**src/rtl/alu_arbiter.sv**
```systemverilog
// Two-port valid/ready arbiter in front of one shared combinational ALU; one op per 3 cycles.
// Round-robin by default; define ALU_ARBITER_FIXED_PRIO_EN to always favour port 0.
module alu_arbiter #(
   parameter int WIDTH = 32,
   parameter int CTR_W = 4
) (
   input  logic             clock,
   input  logic             reset,
   input  logic             req0_valid,
   output logic             req0_ready,
   input  logic [WIDTH-1:0] req0_a,
   input  logic [WIDTH-1:0] req0_b,
   input  logic [CTR_W-1:0] req0_ctr,
   input  logic             req1_valid,
   output logic             req1_ready,
   input  logic [WIDTH-1:0] req1_a,
   input  logic [WIDTH-1:0] req1_b,
   input  logic [CTR_W-1:0] req1_ctr,
   output logic [WIDTH-1:0] alu_a,
   output logic [WIDTH-1:0] alu_b,
   output logic [CTR_W-1:0] alu_ctr,
   input  logic [WIDTH-1:0] alu_out,
   input  logic             alu_less,
   input  logic             alu_zero,
   output logic             rsp0_valid,
   input  logic             rsp0_ready,
   output logic             rsp1_valid,
   input  logic             rsp1_ready,
   output logic [WIDTH-1:0] rsp_data,
   output logic             rsp_less,
   output logic             rsp_zero,
   output logic             busy
);

   typedef enum logic [1:0] {
      IDLE = 2'd0,
      EXEC = 2'd1,
      RESP = 2'd2
   } state_t;

   state_t state, state_nxt;
   logic   owner;
   logic   last_grant;
   logic   pick1;
   logic   gnt0, gnt1;
   logic   rsp_hs;

   always_comb begin
      pick1     = 1'b0;
      gnt0      = 1'b0;
      gnt1      = 1'b0;
      rsp_hs    = 1'b0;
      state_nxt = state;

`ifdef ALU_ARBITER_FIXED_PRIO_EN
      pick1 = req1_valid && !req0_valid;
`else
      // On a tie, the port that did not win last time goes first.
      pick1 = req1_valid && (!req0_valid || (last_grant == 1'b0));
`endif

      if (state == IDLE && !reset) begin
         gnt0 = req0_valid && !pick1;
         gnt1 = req1_valid && pick1;
      end

      rsp_hs = owner ? rsp1_ready : rsp0_ready;

      case (state)
         IDLE:    if (gnt0 || gnt1) state_nxt = EXEC;
         EXEC:    state_nxt = RESP;
         RESP:    if (rsp_hs) state_nxt = IDLE;
         default: state_nxt = IDLE;
      endcase
   end

   assign req0_ready = gnt0;
   assign req1_ready = gnt1;
   assign rsp0_valid = (state == RESP) && !owner;
   assign rsp1_valid = (state == RESP) && owner;
   assign busy       = (state != IDLE);

   always_ff @(posedge clock) begin
      if (reset) begin
         state      <= IDLE;
         owner      <= 1'b0;
         last_grant <= 1'b1;
         alu_a      <= '0;
         alu_b      <= '0;
         alu_ctr    <= '0;
         rsp_data   <= '0;
         rsp_less   <= 1'b0;
         rsp_zero   <= 1'b0;
      end else begin
         state <= state_nxt;
         // Operands only move on an accept, so the ALU inputs stay quiet otherwise.
         if (gnt0 || gnt1) begin
            owner      <= gnt1;
            last_grant <= gnt1;
            alu_a      <= gnt1 ? req1_a   : req0_a;
            alu_b      <= gnt1 ? req1_b   : req0_b;
            alu_ctr    <= gnt1 ? req1_ctr : req0_ctr;
         end
         if (state == EXEC) begin
            rsp_data <= alu_out;
            rsp_less <= alu_less;
            rsp_zero <= alu_zero;
         end
      end
   end

endmodule

```
**config.mk**
```make
export PLATFORM = sky130hd
export DESIGN_NAME = alu_arbiter
export DESIGN_NICKNAME = d
export VERILOG_FILES = /design/src/rtl/alu_arbiter.sv
export SDC_FILE = /design/constraint.sdc
export NUM_CORES = 1
export LEC_CHECK = 0
export ABC_AREA = 1
export BUFFER_PORTS_ARGS = -buffer_cell sky130_fd_sc_hd__buf_2
export CAP_MARGIN = 20
export CELL_PAD_IN_SITES_DETAIL_PLACEMENT = 0
export CELL_PAD_IN_SITES_GLOBAL_PLACEMENT = 1
export CORE_ASPECT_RATIO = 1.25
export CORE_MARGIN = 2
export CORE_UTILIZATION = 32
export CTS_CLUSTER_SIZE = 25
export DETAILED_ROUTE_END_ITERATION = 8
export GPL_ROUTABILITY_DRIVEN = 1
export PLACE_DENSITY_LB_ADDON = 0.2
export RECOVER_POWER = 100
export SYNTH_ARGS = -nofsm -noshare
export SYNTH_HDL_FRONTEND = slang
export SYNTH_SLANG_ARGS = --single-unit
```
**constraint.sdc**
```tcl
create_clock -name clock -period 3.7 [get_ports clock]
set_input_delay 0.74 -clock clock [delete_from_list [all_inputs] [get_ports clock]]
set_output_delay 0.74 -clock clock [all_outputs]
set_load 0.05 [all_outputs]
```
# Word-level counts from Yosys, hierarchy flattened
# Index checks and enable logic that the tools add are counted.
# totals
in_bits	176
mem_bits_ro	0
n_memories	0
wordCells	38
regBits	106
out_inout_bits	107
ramBits	0
latchBits	0
# op_classes
mux	9
n_addsub	0
n_eq_ne	4
reduce_logical	15
order_cmp	0
div	0
shift	0
bitwise	1
n_mul	0
# op_table
cell	count
2-to-1 mux 32 bit	2
logical AND 1 bit	6
case mux 2 bit (3 select lines)	1
logical NOT 1 bit	4
2-to-1 mux 2 bit	2
2-to-1 mux 4 bit	1
2-to-1 mux 1 bit	3
== test 2 x 1 -> 1 bit, second input constant	1
== test 2 bit, second input constant	1
logical NOT 2 bit	1
logical OR 1 bit	2
inequality test 2 x 1 -> 1 bit, second input constant	1
inequality test 2 bit, second input constant	1
AND reduction 2 bit	1
nonzero test 2 bit	1
inverter 1 bit	1

# Logic depth before layout (Yosys ltp)
# Gate-level depths: netlist (run 1).
# depth
word_depth	9
mapped_depth	9
depth_no_buf	6

# Worst setup path after synthesis (run 1)
# No wires, ideal clock.
# synth_path
kind	input-to-output
from	input reset
to	output req0_ready
slack_ns	0.863
t_required_ns	2.960
path_stages	7
arrival_ns	2.097
cell_sequence	buf_2 inv_4 nand2_4 clkbuf_1 nor2_1 inv_1 nor2_1
# synth_between
elab_chain_cells	3
# synth_lines
item	line	text
start: declaration	8	input logic reset,
logical NOT 1 bit	62	if (state == IDLE && !reset) begin
logical AND 1 bit	62	
2-to-1 mux 1 bit	62	
end: declaration	10	output logic req0_ready,
# Every way passes these cells.

# Final worst setup path (run 1)
# Ends and elaborated chain as after synthesis.

==> run metrics, run 1 <==
status complete, but fails checks; violated checks max-capacitance violations, max-slew violations; cts bufs inserted 9; drt wl/cell ~15 µm; CP required approximately 3 ns; initial antenna violation count 0; Critical Path AT around 2.3 ns; grt total ovfl 0; Final ANT Viol Nets 0; fin crit share 0.818; FMAX approximately 0.33 GHz; Synth area leaders dfxtp_1, nand3_1, o21bai_1; ys async rst share 0; Die ar. between 15,000 and 20,000 µm²; Synth Area in Compound Gates 0.210; All-Layer GR Usage 0.201; # H-tree levels 3; Post-synth EDFFs 0; DR vias/cell approximately 4.7; Gate Count Post-Synth slightly above 700; Multi-input gate area approximately 2300 µm²; Hold Violations, Final 0; Clk Latency, worst-skew pair about 0.35 ns; CTS tree done; CTS resizes 0; mux share of post-synthesis cell area 0; Crit Path Category in2out; drc violations 0; CTS Buffer Depth 2; mapped cell area 4990 µm²; class of the worst hold path reg2reg; final setup fails 0; Root Driver clkbuf_16; Max-slew headroom -0.0204; number of synthesized register bits between 100 and 150; Die X ~120 µm; largest net degree at the start of global routing 71; design area roughly 6700 µm²; Seq/Total Area, Yosys 0.425; syn_nets 882; crit-path cells clkbuf_1 -> inv_4 -> nand2_4 -> nor2_1 -> inv_1 -> nor2_1 -> clkbuf_1; worst-path maximum fanout 36; peak supply drop around 0.22 mV; # IOs between 200 and 300; most numerous cell in the Yosys netlist nand3_1; nature of the critical path startpoint input port; total setup buffers inserted after CTS 0; layout cells sized above 1 0.215; adder-cell share of the synthesized area 0; # hold bufs at CTS 0; PwrDens around 480 nW/µm²; Synth Flop Type dfxtp_1; Final nets between 1,000 and 1,500; leading cell types by count after synthesis nand3_1, dfxtp_1, nor2_1; FILL cells 1,786; Slowest cell on crit path clkbuf_1; final-report max-slew violation count 70; dpl hpwl around 12 mm; slowest stage delay, CP approximately 0.47 ns; DR iter-0 viols approximately 350; DRT Pass-1 Iters 4; Setup TNS 0 ns; xor-xnor portion of the synthesized cell area 0; row count between 50 and 60; vias after detailed routing between 5,000 and 6,000; Critical Path Sink Type output pin; Initial Util 0.323; post-synthesis cell type count 18; register area about 2100 µm²; area leader, netlist dfxtp_1; largest family of logic cells by synthesized area simple AND/OR/NAND/NOR gates; clk slew on worst S/H paths 0.07 ns; RSZ-0062 raised after global routing false; worst-margin pin slew around 1.5 ns; Clock Skew between 0.009 and 0.01 ns; post-layout min period 3.03 ns; gpl congestion around 0.76; Simple-Gate Fraction of Synth Area 0.254; max cap viols 1; IO buf count 282; Area after DPL 6510 µm²; global-route wire length before repair 26.3 mm; die height around 140 µm; R2R Setup Slk 1.05 ns; total wire length roughly 17 mm; post-layout util 0.434; post-synth top area share 0.425; CTS Sinks around 110; synthesis warning total 0; syn_area_per_cell roughly 7.1 µm²; vias in the first global route approximately 5,100; static leakage 2.95 nW; Core ar. about 15,000 µm²; synthesis-to-finish area growth 34.1%
-- per-layer routing --
layer	vias to the layer above	track usage	share of wire
met3	14	0.0683	0.076
li1	2796	-	-
met2	162	0.368	0.51
met1	2489	0.217	0.40
met5	-	0	0
met4	0	0.0595	0.011
-- logic make-up (layout without fill, tap and decap cells) --
logic type             Yosys count  count (layout)
flip-flops                     106             106
buffers and inverters          137             384
AND/OR/NAND/NOR                290             290
other                            0               1
AO/OA/AOI/OAI                  173             173
-- where the power goes --
part	total [W]	leakage [nW]	internal, W	switching [W]
Combinational	0.000877	1.91	0.000222	0.000655
Sequential	0.00128	0.868	0.00123	0.0000448
Clock	0.00107	0.164	0.000620	0.000454
-- area by class of cell --
| type | count | share of cell area |
|---|---|---|
| Tap cell | 212 | 0.0396 |
| Clock inverter | 6 | 0.0142 |
| Clock buffer | 10 | 0.0357 |
| Sequential cell | 106 | 0.317 |
| Multi-Input combinational cell | 463 | 0.346 |
| Antenna cell | 1 | 0.000374 |
| Inverter | 78 | 0.0441 |
| Timing Repair Buffer | 290 | 0.203 |
-- worst paths after layout --
path / startpoint / end / depth (start not counted)
setup / recovery: reset / req0_ready / 7
hold / removal: alu_b[2] / alu_b[2] / 2
setup reg to reg: state[1] / alu_a[13] / 6
hold reg to reg: alu_b[2] / alu_b[2] / 2
-- layout by cell type, fill, tap and decap left out --
cell type	synthesis	layout
buf_2	16	174
nand3_1	137	137
clkbuf_1	40	108
dfxtp_1	106	106
nor2_1	77	76
inv_1	73	74
nand2_1	73	72
a21oi_1	69	70
o21bai_1	68	68
o21ai_0	34	34
clkbuf_16	0	9
buf_4	2	5
inv_2	4	3
nor3_1	2	2
bufinv_16	0	2
inv_6	0	2
clkinv_4	0	2
buf_12	0	2
diode_2	0	1
nand2_2	0	1
inv_4	1	1
nand2_4	1	1
nor2_4	0	1
o31ai_1	1	1
clkbuf_8	0	1
clkbuf_2	0	1
-- flip-flops by register name, summed over array words and instances (netlist names) --
name / cells
alu_a: 32
alu_b: 32
alu_ctr: 4
last_grant: 1
owner: 1
rsp_data: 32
rsp_less: 1
rsp_zero: 1
state: 2
-- metrics by stage --
stage               hold WS, ns  setup slack (ns)  cells  total power (W)
global placement          0.450             0.901   1149          0.00222
floorplan                 0.429             0.863    706          0.00194
detailed placement        0.452             0.886   1149          0.00222
CTS                       0.463             0.888   1165          0.00331
finish                    0.463             0.674   1166          0.00323
global route              0.480             0.401   1165          0.00339
-- critical path, delay by kind of cell --
family                 cells  cell delay (ns)
AND/OR/NAND/NOR            3             0.54
buffers and inverters      4             0.99
(Power assumes the default switching activity.)
==> run 2: changes to the inputs <==
CORE_UTILIZATION = 27   (was 32)
clock period = 2.5 ns   (was 3.7 ns; I/O delays follow)
==> run metrics, run 2 (synthesis gave the netlist of run 1 again) <==
status complete, but fails checks; violated checks max-capacitance violations, max-slew violations; vias in the first global route 5,333 (+4.8%); class of the worst hold path in2reg; CTS Sinks 106 (unchanged); worst-margin pin slew 1.61 ns (+0.0823 ns); max cap viols 1 (unchanged); clk slew on worst S/H paths 0.08 ns (about the same); Initial Util 0.276 (-0.0475); Clk Latency, worst-skew pair 0.36 ns (about the same); post-layout min period approximately 2.2 ns; Die X 126 µm (+8.6%); static leakage 2.97 nW (+0.65%); Die ar. 19,600 µm² (+18%); Critical Path Sink Type output pin; fin crit share 0.887; global-route wire length before repair 28.3 mm (+7.6%); nature of the critical path startpoint register; GRT met3 Usage 0.0545 (-0.0138); Max-slew headroom -0.0753 (-0.0549); # H-tree levels 3 (unchanged); row count 55 (+7.8%); grt total ovfl 0 (unchanged); NetSw 0.00176 W (+52%); Clock Skew 0.00590 ns (-0.00356 ns); final-report max-slew violation count 71 (+1.4%); Top Usage Layer GRT met2; peak supply drop 0.271 mV (+25%); Critical Path AT 1.72 ns (-0.57 ns); DR iter-0 viols 225 (-36%); CTS tree done; layout cells sized above 1 0.220 (+0.00537); cts bufs inserted 9 (unchanged); DRT Pass-1 Iters 4 (unchanged); gpl congestion 0.735 (-3.2%); Setup TNS 0 ns (unchanged); design area 6740 µm² (+0.65%); Combinational Power Share 0.272 (about the same); Reg power frac 0.393 (-0.003); DR vias/cell 4.66 (-0.53%); post-layout util 0.372 (-0.0612); vias after detailed routing 5,530 (+1.3%); CTS resizes 0 (unchanged); Crit Path Category reg2out; die height 156 µm (+8.6%); Core ar. 18,100 µm² (+17%); biggest regs alu_a x32, alu_b x32, rsp_data x32; PwrDens 714 nW/µm² (+48%); drc violations 0 (unchanged); Sw Ratio 0.365 (+0.00785); most common cell after layout, fill and taps aside buf_2; Area after DPL 6560 µm² (+0.73%); IO buf count 282 (unchanged); RSZ-0062 raised after global routing false; Root Driver clkbuf_16; grt met2 use 0.308 (-0.0601); M1 GR Usage 0.209 (-0.00813); total wire length 18.2 mm (+5.6%); Final ANT Viol Nets 0 (unchanged); FMAX around 0.45 GHz; # IOs 283 (unchanged); worst-path maximum fanout 12 (-67%); # hold bufs at CTS 0 (unchanged); Clock power frac 0.335 (+0.003); CP required 2.00 ns (-0.96 ns); Final nets 1,128 (+0.36%); Internal 0.00306 W (+47%); All-Layer GR Usage 0.181 (-0.0208); drt wl/cell 15.3 µm (+3.7%); dpl hpwl 12.0 mm (+4.5%); final setup fails 0 (unchanged); leading cell types in the layout, fill and taps excluded buf_2, nand3_1, dfxtp_1, clkbuf_1, nor2_1; largest net degree at the start of global routing 71 (unchanged); Hold Violations, Final 0 (unchanged); total setup buffers inserted after CTS 0 (unchanged); CTS Buffer Depth 2 (unchanged); synthesis-to-finish area growth 35.0%; initial antenna violation count 2 (+2)
==> run 2: worst max-delay path: stages (launching register included) <==
cell      delay [ns]
dfxtp_1         0.33
nor2_1          0.19
nand2_4         0.14
nor2_1          0.16
clkbuf_1        0.54
==> run 2: cell type report <==
cell class / instances / area (µm²)
clock inverters: 7 / 110
inverters: 78 / 295
fillers: 2101 / 11400
diodes: 2 / 5.00
repair buffers: 294 / 1380
flip-flops and latches: 106 / 2120
clock buffers: 9 / 225
well taps: 228 / 285
multi-input cells: 463 / 2320
==> run 2: through the flow <==
stage / std cells / power [W] / hold WS (ns) / worst slack (ns)
floorplan: 706 / 0.00287 / 0.429 / 0.143
global placement: 1169 / 0.00330 / 0.448 / 0.500
detailed placement: 1169 / 0.00329 / 0.443 / 0.467
CTS: 1185 / 0.00492 / 0.340 / 0.354
global route: 1186 / 0.00506 / 0.351 / 0.123
finish: 1187 / 0.00481 / 0.355 / 0.284
==> run 2: final timing paths <==
check	start	to	slack [ns]	depth (start not counted)
max reg2reg	state[1]	alu_b[24]	0.39	6
min	alu_out[14]	rsp_data[14]	0.36	3
max	state[1]	req1_ready	0.28	4
min reg2reg	last_grant	last_grant	0.46	2
==> run 2: metal layers <==
metal	wire length, µm	up-vias
met2	8870	175
li1	-	2806
met1	7510	2523
met3	1380	24
met4	423	2
met5	13	-
==> run 2: power groups by stage <==
stage               Combinational, W  Sequential, W  Clock (W)
floorplan                   0.000490        0.00238          0
global placement             0.00137        0.00193          0
detailed placement           0.00137        0.00193          0
CTS                          0.00137        0.00189    0.00167
global route                 0.00142        0.00191    0.00173
finish                       0.00131        0.00189    0.00161
==> run 3: changes to the inputs <==
CORE_UTILIZATION = 32   (was 27)
clock period = 2.6 ns   (was 2.5 ns; I/O delays follow)
==> run metrics, run 3 (synthesis gave the netlist of run 1 again) <==
status complete, but fails checks; violated checks max-capacitance violations, max-slew violations; total setup buffers inserted after CTS 0 (unchanged); Area after DPL 6590 µm² (+0.42%); largest net degree at the start of global routing 71 (unchanged); leading cell types in the layout, fill and taps excluded buf_2, nand3_1, dfxtp_1, clkbuf_1, nor2_1; worst-margin pin slew 1.57 ns (-0.0449 ns); post-layout min period approximately 2.3 ns; Critical Path Sink Type register; Final nets 1,129 (+0.089%); DR vias/cell 4.73 (+1.5%); layout cells sized above 1 0.222 (+0.00186); drc violations 0 (unchanged); Core ar. 15,400 µm² (-15%); Max-slew headroom -0.0454 (+0.0299); DRT Pass-1 Iters 4 (unchanged); die height 144 µm (-7.9%); Root Driver clkbuf_16; biggest regs alu_a x32, alu_b x32, rsp_data x32; row count 51 (-7.3%); vias after detailed routing 5,544 (+0.25%); grt total ovfl 0 (unchanged); CTS Sinks 106 (unchanged); CP required 2.86 ns (+0.86 ns); PwrDens 664 nW/µm² (-7.0%); clk slew on worst S/H paths 0.08 ns (about the same); max cap viols 1 (unchanged); # H-tree levels 3 (unchanged); DR iter-0 viols 250 (+11%); Initial Util 0.323 (+0.0475); peak supply drop 0.420 mV (+55%); dpl hpwl 11.7 mm (-2.4%); # hold bufs at CTS 0 (unchanged); Critical Path AT 2.53 ns (+0.81 ns); most common cell after layout, fill and taps aside buf_2; CP startpoint state[1]; static leakage 2.97 nW (+0.15%); drt wl/cell 14.9 µm (-2.6%); end point of the critical path alu_a[11]; non-filler instance count after layout 1,172 (-1.3%); Die ar. 16,600 µm² (-15%); RSZ-0062 raised after global routing false; fin crit share 0.873; synthesis-to-finish area growth 34.9% (about the same); design area 6740 µm² (about the same); Hold Violations, Final 0 (unchanged); CTS Buffer Depth 2 (unchanged); All-Layer GR Usage 0.206 (+0.0252); global-route wire length before repair 26.8 mm (-5.4%); FMAX roughly 0.44 GHz; r2r endpoint alu_a[11]; CTS resizes 0 (unchanged); Crit Reg-Reg Startpoint state[1]; R2R depth 6 (unchanged); nature of the critical path startpoint register; Clock Skew 0.00749 ns (+0.00159 ns); Inst Count DP 1,154 (-1.3%); IO buf count 282 (unchanged); Setup TNS 0 ns (unchanged); Die X 116 µm (-7.9%); vias in the first global route 5,233 (-1.9%); Crit Path Category reg2reg; class of the worst hold path in2reg; total wire length 17.5 mm (-3.9%); worst-path maximum fanout 69 (+57); initial antenna violation count 2 (unchanged); post-layout util 0.436 (+0.0638); cts bufs inserted 9 (unchanged); final setup fails 0 (unchanged); final-report max-slew violation count 71 (unchanged); R2R Setup Slk 0.33 ns (-0.06 ns); gpl congestion 0.748 (+1.7%); Final ANT Viol Nets 0 (unchanged); Clk Latency, worst-skew pair 0.35 ns (about the same); # IOs 283 (unchanged); CTS tree done
-- run 3: changes by cell type in the layout (fill, tap and decap cells not counted), sizes merged --
cell / change
clkinv: +1
clkinvlp: -1
inv: +2
bufinv: -2
buf: +1
-- run 3: metal layers --
layer / track usage / routed length, µm / vias up
met5: 0 / 0 / -
met4: 0.0727 / 346 / 0
met3: 0.0510 / 1150 / 21
met2: 0.370 / 8790 / 162
met1: 0.234 / 7200 / 2555
li1: - / - / 2806
-- run 3: worst max-delay path, stage by stage, from the launching register on --
cell      delay, ns
dfxtp_1        0.34
nor2_1         0.19
nand2_4        0.14
a21oi_1        0.31
clkbuf_4       0.80
nand3_1        0.22
a21oi_1        0.16
-- run 3: how the worst min path moves through the flow --
stage	start	endpoint	depth (start not counted)
finish	alu_out[1]	rsp_data[1]	3
global route	alu_out[28]	rsp_data[28]	3
CTS	alu_out[14]	rsp_data[14]	3
detailed placement	alu_b[29]	alu_b[29]	2
global placement	alu_ctr[3]	alu_ctr[3]	2
floorplan	last_grant	last_grant	2
-- run 3: where the power goes --
part / internal, W / switching (W)
Sequential: 0.00175 / 0.0000630
Combinational: 0.000330 / 0.000938
Clock: 0.000688 / 0.000701
-- run 3: layout make-up --
cell class              count  area [µm²]
clock inverters             7        78.8
fillers                  1799        8710
multi-input cells         463        2320
well taps                 212         265
inverters                  78         295
repair buffers            295        1420
clock buffers               9         225
diodes                      2        5.00
flip-flops and latches    106        2120
-- run 3: stage by stage --
stage                     setup slack (ns)  power [W]  hold WS (ns)
after floorplan                      0.203    0.00276         0.429
after CTS                            0.433    0.00458         0.365
final                                0.331    0.00447         0.382
after global routing                 0.169    0.00471         0.382
after global placement               0.625    0.00318         0.448
after detailed placement             0.638    0.00318         0.452
